`src/rtl/bitrev_perm_ctrl_pkg.sv`:
```
// Shared constants and FSM state type for the 512-point NTT bit-reversal permutation sequencer.
package bitrev_perm_ctrl_pkg;

  localparam int unsigned N      = 512;
  localparam int unsigned ADDR_W = 9;
  localparam int unsigned DATA_W = 14;
  localparam int unsigned Q      = 12289;

  localparam logic [ADDR_W-1:0] LAST_IDX = ADDR_W'(N - 1);

  typedef enum logic [2:0] {
    StIdle,
    StScan,
    StRdA,
    StRdB,
    StCap,
    StWrA,
    StWrB,
    StDone
  } state_t;

endpackage

```
`src/rtl/bitrev_addr_gen.sv`:
```
// Combinational bit reversal of an index, used to find the swap partner of the current index.
module bitrev_addr_gen
  import bitrev_perm_ctrl_pkg::*;
#(
  parameter int unsigned Width = ADDR_W
) (
  input  logic [Width-1:0] idx,
  output logic [Width-1:0] rev
);

  always_comb begin
    rev = '0;
    for (int unsigned k = 0; k < Width; k++) begin
      rev[k] = idx[Width-1-k];
    end
  end

endmodule

```
`src/rtl/bitrev_perm_ctrl.sv`:
```
// In-place bit-reversal permutation sequencer that owns the coefficient RAM port while busy.
// Optional swap counter output is enabled by defining BITREV_SWAP_CNT_EN.
module bitrev_perm_ctrl
  import bitrev_perm_ctrl_pkg::*;
(
  input  logic              clk,
  input  logic              rst,
  input  logic              start,
  output logic              busy,
  output logic              done,
  output logic [ADDR_W-1:0] mem_addr,
  output logic              mem_we,
  output logic [DATA_W-1:0] mem_wdata,
  input  logic [DATA_W-1:0] mem_rdata
`ifdef BITREV_SWAP_CNT_EN
  ,
  output logic [ADDR_W-1:0] swap_cnt
`endif
);

  state_t              state;
  logic [ADDR_W-1:0]   idx;
  logic [ADDR_W-1:0]   j;
  logic [ADDR_W-1:0]   j_rev;
  logic [DATA_W-1:0]   a;
  logic [DATA_W-1:0]   b;

  bitrev_addr_gen #(
    .Width(ADDR_W)
  ) u_addr_gen (
    .idx(idx),
    .rev(j_rev)
  );

  always_ff @(posedge clk or posedge rst) begin
    if (rst) begin
      state    <= StIdle;
      idx      <= '0;
      j        <= '0;
      a        <= '0;
      b        <= '0;
      busy     <= 1'b0;
      done     <= 1'b0;
      mem_addr <= '0;
`ifdef BITREV_SWAP_CNT_EN
      swap_cnt <= '0;
`endif
    end else begin
      done <= 1'b0;
      unique case (state)
        StIdle: begin
          if (start) begin
            state <= StScan;
            idx   <= '0;
            busy  <= 1'b1;
`ifdef BITREV_SWAP_CNT_EN
            swap_cnt <= '0;
`endif
          end
        end
        StScan: begin
          j <= j_rev;
          // Only the lower index of each pair performs the swap; palindromes are skipped.
          if (j_rev > idx) begin
            state    <= StRdA;
            mem_addr <= idx;
          end else if (idx == LAST_IDX) begin
            state <= StDone;
            busy  <= 1'b0;
            done  <= 1'b1;
          end else begin
            idx <= idx + ADDR_W'(1);
          end
        end
        StRdA: begin
          state    <= StRdB;
          mem_addr <= j;
        end
        StRdB: begin
          state <= StCap;
          a     <= mem_rdata;
        end
        StCap: begin
          state    <= StWrA;
          b        <= mem_rdata;
          mem_addr <= idx;
        end
        StWrA: begin
          state    <= StWrB;
          mem_addr <= j;
        end
        StWrB: begin
`ifdef BITREV_SWAP_CNT_EN
          swap_cnt <= swap_cnt + ADDR_W'(1);
`endif
          if (idx == LAST_IDX) begin
            state <= StDone;
            busy  <= 1'b0;
            done  <= 1'b1;
          end else begin
            state <= StScan;
            idx   <= idx + ADDR_W'(1);
          end
        end
        StDone: begin
          state <= StIdle;
        end
        default: begin
          state <= StIdle;
        end
      endcase
    end
  end

  // Write strobe and data are pure decodes of the state register, so they drop on reset at once.
  always_comb begin
    mem_we    = 1'b0;
    mem_wdata = '0;
    unique case (state)
      StWrA: begin
        mem_we    = 1'b1;
        mem_wdata = b;
      end
      StWrB: begin
        mem_we    = 1'b1;
        mem_wdata = a;
      end
      default: begin
        mem_we    = 1'b0;
        mem_wdata = '0;
      end
    endcase
  end

endmodule

```
`config.mk`:
```
export PLATFORM = sky130hd
export DESIGN_NAME = bitrev_perm_ctrl
export DESIGN_NICKNAME = d
export VERILOG_FILES = /design/src/rtl/bitrev_perm_ctrl_pkg.sv /design/src/rtl/bitrev_addr_gen.sv /design/src/rtl/bitrev_perm_ctrl.sv
export SDC_FILE = /design/constraint.sdc
export NUM_CORES = 1
export LEC_CHECK = 0
export CORE_ASPECT_RATIO = 1.1
export CORE_UTILIZATION = 35
export CTS_BUF_LIST = sky130_fd_sc_hd__clkbuf_2
export DETAILED_ROUTE_END_ITERATION = 12
export PLACE_DENSITY = 0.65
export SLEW_MARGIN = 5
export SYNTH_ARGS = -nofsm -noshare
export SYNTH_HDL_FRONTEND = slang
export SYNTH_SLANG_ARGS = --single-unit
```
`constraint.sdc`:
```
create_clock -name clk -period 2.67 [get_ports clk]
set_input_delay 0.534 -clock clk [delete_from_list [all_inputs] [get_ports clk]]
set_output_delay 0.534 -clock clk [all_outputs]
set_load 0.02 [all_outputs]
```
---- Word-level counts from Yosys, hierarchy flattened ----
Index checks and enable logic that the tools add are counted.
operators by class
  add/subtract/negate cells ............... 1
  multipliers ............................. 0
  div/mod/pow operators ................... 0
  $lt $le $gt $ge ......................... 1
  equal/unequal tests ..................... 12
  shift-type cells ........................ 0
  multiplexer cells ....................... 20
  bitwise logic cells ..................... 0
  reductions and logical operators ........ 8
operators with widths
  kind                   number
  $pmux W9 S3            2
  $mux W9                4
  $pmux W14 S2           1
  $pmux W3 S8            1
  $eq A3 B3 Y1 const B   4
  $mux W3                4
  $add A9 B1 Y9 const B  1
  $eq A9 B9 Y1 const B   1
  $gt A9 B9 Y1           1
  $eq A3 B2 Y1 const B   2
  $mux W1                6
  $ne A2 B2 Y1 const B   3
  $reduce_bool A3 Y1     2
  $reduce_and A2 Y1      2
  $reduce_or A2 Y1       2
  $eq A3 B1 Y1 const B   1
  $logic_not A3 Y1       1
  $ne A3 B3 Y1 const B   1
  $pmux W1 S3            1
  $reduce_and A3 Y1      1
  $pmux W1 S2            1
storage, ports and cells
  register bits ........................... 60
  bits in latches ......................... 0
  RAM bits ................................ 0
  bits in read-only memories .............. 0
  bits of input ports ..................... 17
  output and inout bits ................... 26
  logic and storage cells ................. 50
  memories ................................ 0

---- Logic depth before layout (Yosys ltp) ----
  depth after elaboration ................. 4
  depth in mapped cells ................... 10
  depth with buffers taken out ............ 9

---- By module ----
Synthesis repeated with hierarchy kept, for this count alone.
unflattened totals
  cells, all modules ...................... 349
  area, all modules ....................... 3512.1 um2
modules (own cells, without submodules)
  module            instances  cells an instance  area each (um2)  seq. area each (um2)
  bitrev_perm_ctrl  1          340                3444.6           1501.4
  bitrev_addr_gen   1          9                  67.6             0.0

---- Least setup slack after synthesis ----
Ideal clock, no wire load.
  path type ............................... flip-flop to flip-flop
  start ................................... register idx[0]
  end ..................................... register idx[5]
  setup time .............................. 104 ps
  arrival time ............................ 2199 ps
  data required time ...................... 2566 ps
  path slack .............................. 368 ps
  stages on the path, launching flop included .. 10
  buffers on the path ..................... 0
  clock period less this slack ............ 2302 ps
  path through ............................ dfrtp_1 > ha_1 > nand3_1 > nor4_1 > ha_1 > nand2b_1 > a211oi_2 > o2bb2ai_2 > or2_4 > o41ai_2
on the way
  cells in the longest elaborated chain, start to end .. 4
  elaborated cells between the ends (all ways) .. 8
  those cells by class .................... add/sub (1); order compare (1); eq/ne (2); mux (3); reduce/logical (1)
ends and longest elaborated chain
  element                                        RTL line                                        text
  start: declaration                             bitrev_perm_ctrl.sv:22                          logic [ADDR_W-1:0] idx;
  start signal: assignment                       bitrev_perm_ctrl.sv:72                          idx <= idx + ADDR_W'(1);
  start signal: assignment                       bitrev_perm_ctrl.sv:102                         idx <= idx + ADDR_W'(1);
  $add A9 B1 Y9 or $eq A9 B9 Y1 (tied branches)  n/a
  $mux W9                                        bitrev_perm_ctrl.sv:67, bitrev_perm_ctrl.sv:96
  $mux W9                                        bitrev_perm_ctrl.sv:64                          if (j_rev > idx) begin
  $pmux W9 S3                                    bitrev_perm_ctrl.sv:50                          unique case (state)
Parallel ways exist; a longest one is shown, timed or not. The select of a mux whose other input is x is not followed.
A chain may end at the register's enable or synchronous reset.

---- Worst setup path in the final report ----
  start ................................... register idx[1]
  end ..................................... register idx[5]
The elaborated chain is that of the path after synthesis.

==> run metrics <==
vias=2,181; Final nets=344; Slew @ Worst Pin=0.570 ns; Final ANT Viol Nets=0; H-tree Lvls=3; total setup buffers inserted after CTS=0; Die X=90.9 µm; Layout area overhead=21.9%; final hold slack=0.397 ns; Hold WC Path Type=in -> async; Inserted Clock Buffers=9; CTS Hold Bufs=0; number of synthesis warnings=0; Most common cell on crit path=ha_1; core area=8410 µm²; min Tclk post-route=2.46 ns; Worst-Skew Late Latency=0.48 ns; CTS tree=built; worst-path maximum fanout=7; first-pass GRT wire length=11,000 µm; I/O pins=43; 1st-iter DRT viols=93; Slew Limit Fails=0; crit-path cells=ha_1, nand3_1, nor4_1, ha_1, nand2b_1, a211oi_2, o2bb2ai_2, or2_4, o41ai_2; Clock Path Buffers=2; skew final=0.0203 ns; sequential area share after synthesis=49.4%; GRT Total Usage=15.4%; Max IR drop VDD=0.000533 V; Top FF cell, synth=dfrtp_1; clock sink total=60; Worst Setup SP=idx[1]$_DFFE_PP0P_; Post-Syn Area=3040 µm²; post-CTS resize count=16; Sw Ratio=40.3%; Placed Cells=417; Seq pwr share=38.3%; Crit path required time=3.06 ns; power per cell area=1010 nW/µm²; max cap viols=0; Setup CP Type=reg -> reg; RSZ-0062 raised after global routing=no; Final Non-Filler Cells=433; initial antenna violation count=0; clock share of power=12.6%; R2R Setup Slk=0.21 ns; Port Buffers=42; f_max=407 MHz; Post-Syn Instances=263; slowest CP cell=dfrtp_1; DRC viols=0; crit end category=register; drt wl/cell=14.3 µm; Psw=1510 µW; Starting Density=36.2%; P_int=2230 µW; commonest non-fill, non-tap cell in the layout=dfrtp_1; Mapped Nets=290; syn avg cell area=11.6 µm²; Slew headroom=61.9%; Final Cycle Share=92.1%; outcome=complete, no violations; FF-to-FF Start=idx[1]$_DFFE_PP0P_; post-synth cell types=48; FFs w/ async S/R, synth=100%; commonest non-fill, non-tap cells in the layout=dfrtp_1 (60), mux2_2 (44), clkdlybuf4s50_1 (27); number of synthesized flops with an enable pin=0; Die Area=9060 µm²; Yosys reg bits=60; largest net degree at the start of global routing=27; Final GP Congestion=0.830; combinational share of power=49.1%; DRT Pass-1 Iters=4; clk root buf=clkbuf_2; delay of the slowest cell on the worst path=0.49 ns; DIE HEIGHT=99.8 µm; fillcell total=849; Final setup viols=0; CP Launch Type=register; proportion of layout cells with a drive suffix above 1=28.0%; clock transition at the registers of the reported paths=0.19 ns; Cell Rows=35; final WL=6200 µm; vias in the first global route=2,314; Leak=0.00165 µW; Final Hold Fails=0; Vias/cell=5.04; DP Wirelength=4380 µm; number of diodes=0; final core utilization=44.1%; global route overflow=0; CP Data Arrival Time=2.85 ns; setup TNS=0 ns
## worst max-delay path, delay by kind of cell, from the launching register on
kind / cells / cell delay [ns]
AOI/OAI and AO/OA: 3 / 0.70
adders and majority gates: 2 / 0.44
and+or+nand+nor: 4 / 0.74
DFF: 1 / 0.49
## layout make-up
cell class	instances	area, µm²	share of cell area (%)
multi-input combinational	180	1430	38.5
inverter	10	37.5	1.01
tap	111	139	3.75
timing repair buffer	56	510	13.8
sequential	60	1500	40.5
clock buffer	10	50.0	1.35
clock inverter	6	41.3	1.11
## power groups by stage
stage	clock network (µW)	registers (µW)	logic, µW
after floorplan	0	1460	1350
after global placement	0	1440	1880
after detailed placement	0	1460	1900
after CTS	502	1440	1860
after global routing	533	1490	2020
final	471	1430	1840
## registers in the layout (all words and copies together), names as in the netlist
register  flops
state         3
busy          1
idx           9
mem_addr      9
j             9
b            14
a            14
done          1
## synth_stat cells (2+ instances only)
library cell | instances | area [µm²]
o21ai_0 | 12 | 60.1
a31oi_1 | 2 | 12.5
nor2b_1 | 2 | 12.5
dfrtp_1 | 60 | 1500
nor2_1 | 22 | 82.6
a21oi_1 | 3 | 15.0
ha_1 | 10 | 125
nor3_1 | 4 | 20.0
o21ai_1 | 5 | 25.0
clkbuf_1 | 2 | 7.51
nand3_1 | 7 | 35.0
o211ai_1 | 2 | 15.0
mux2_2 | 44 | 495
mux2_1 | 4 | 45.0
nand2_1 | 20 | 75.1
nand2b_1 | 3 | 18.8
a22oi_1 | 14 | 105
buf_4 | 2 | 15.0
o41ai_2 | 2 | 32.5
o21a_1 | 2 | 15.0
inv_1 | 9 | 33.8
buf_2 | 6 | 30.0
## worst paths after layout
kind	to	depth (start not counted)
setup / recovery	idx[5]$_DFFE_PP0P_	9
hold / removal	b[7]$_DFFE_PP0P_	2
setup reg to reg	idx[5]$_DFFE_PP0P_	9
hold reg to reg	mem_addr[8]$_DFFE_PP0P_	1
max in group asynchronous	a[13]$_DFFE_PP0P_	3
min in group clk	mem_addr[8]$_DFFE_PP0P_	1
## through the flow
stage	worst slack [ns]	cell area, µm²	power [µW]
2_1_floorplan	0.368	3040	2810
3_3_place_gp	0.364	3630	3320
3_5_place_dp	0.266	3630	3360
4_1_cts	0.170	3710	3800
5_1_grt	0.0186	3710	4040
6_report	0.211	3710	3740
## cell families after synthesis
| family | synth area share, % |
|---|---|
| AOI/OAI and AO/OA | 14.1 |
| adders and majority gates | 4.12 |
| buffers and inverters | 3.70 |
| DFF | 49.4 |
| muxes | 17.8 |
| and+or+nand+nor | 10.9 |
## routing by layer
metal	global-route usage, %	up-vias	share of wire (%)
met3	5.43	10	5.4
li1	-	1043	-
met2	27.3	51	50
met5	0	-	0
met4	4.76	0	1.2
met1	17.5	1077	43
Note: power is estimated with default switching activity, not from simulation.
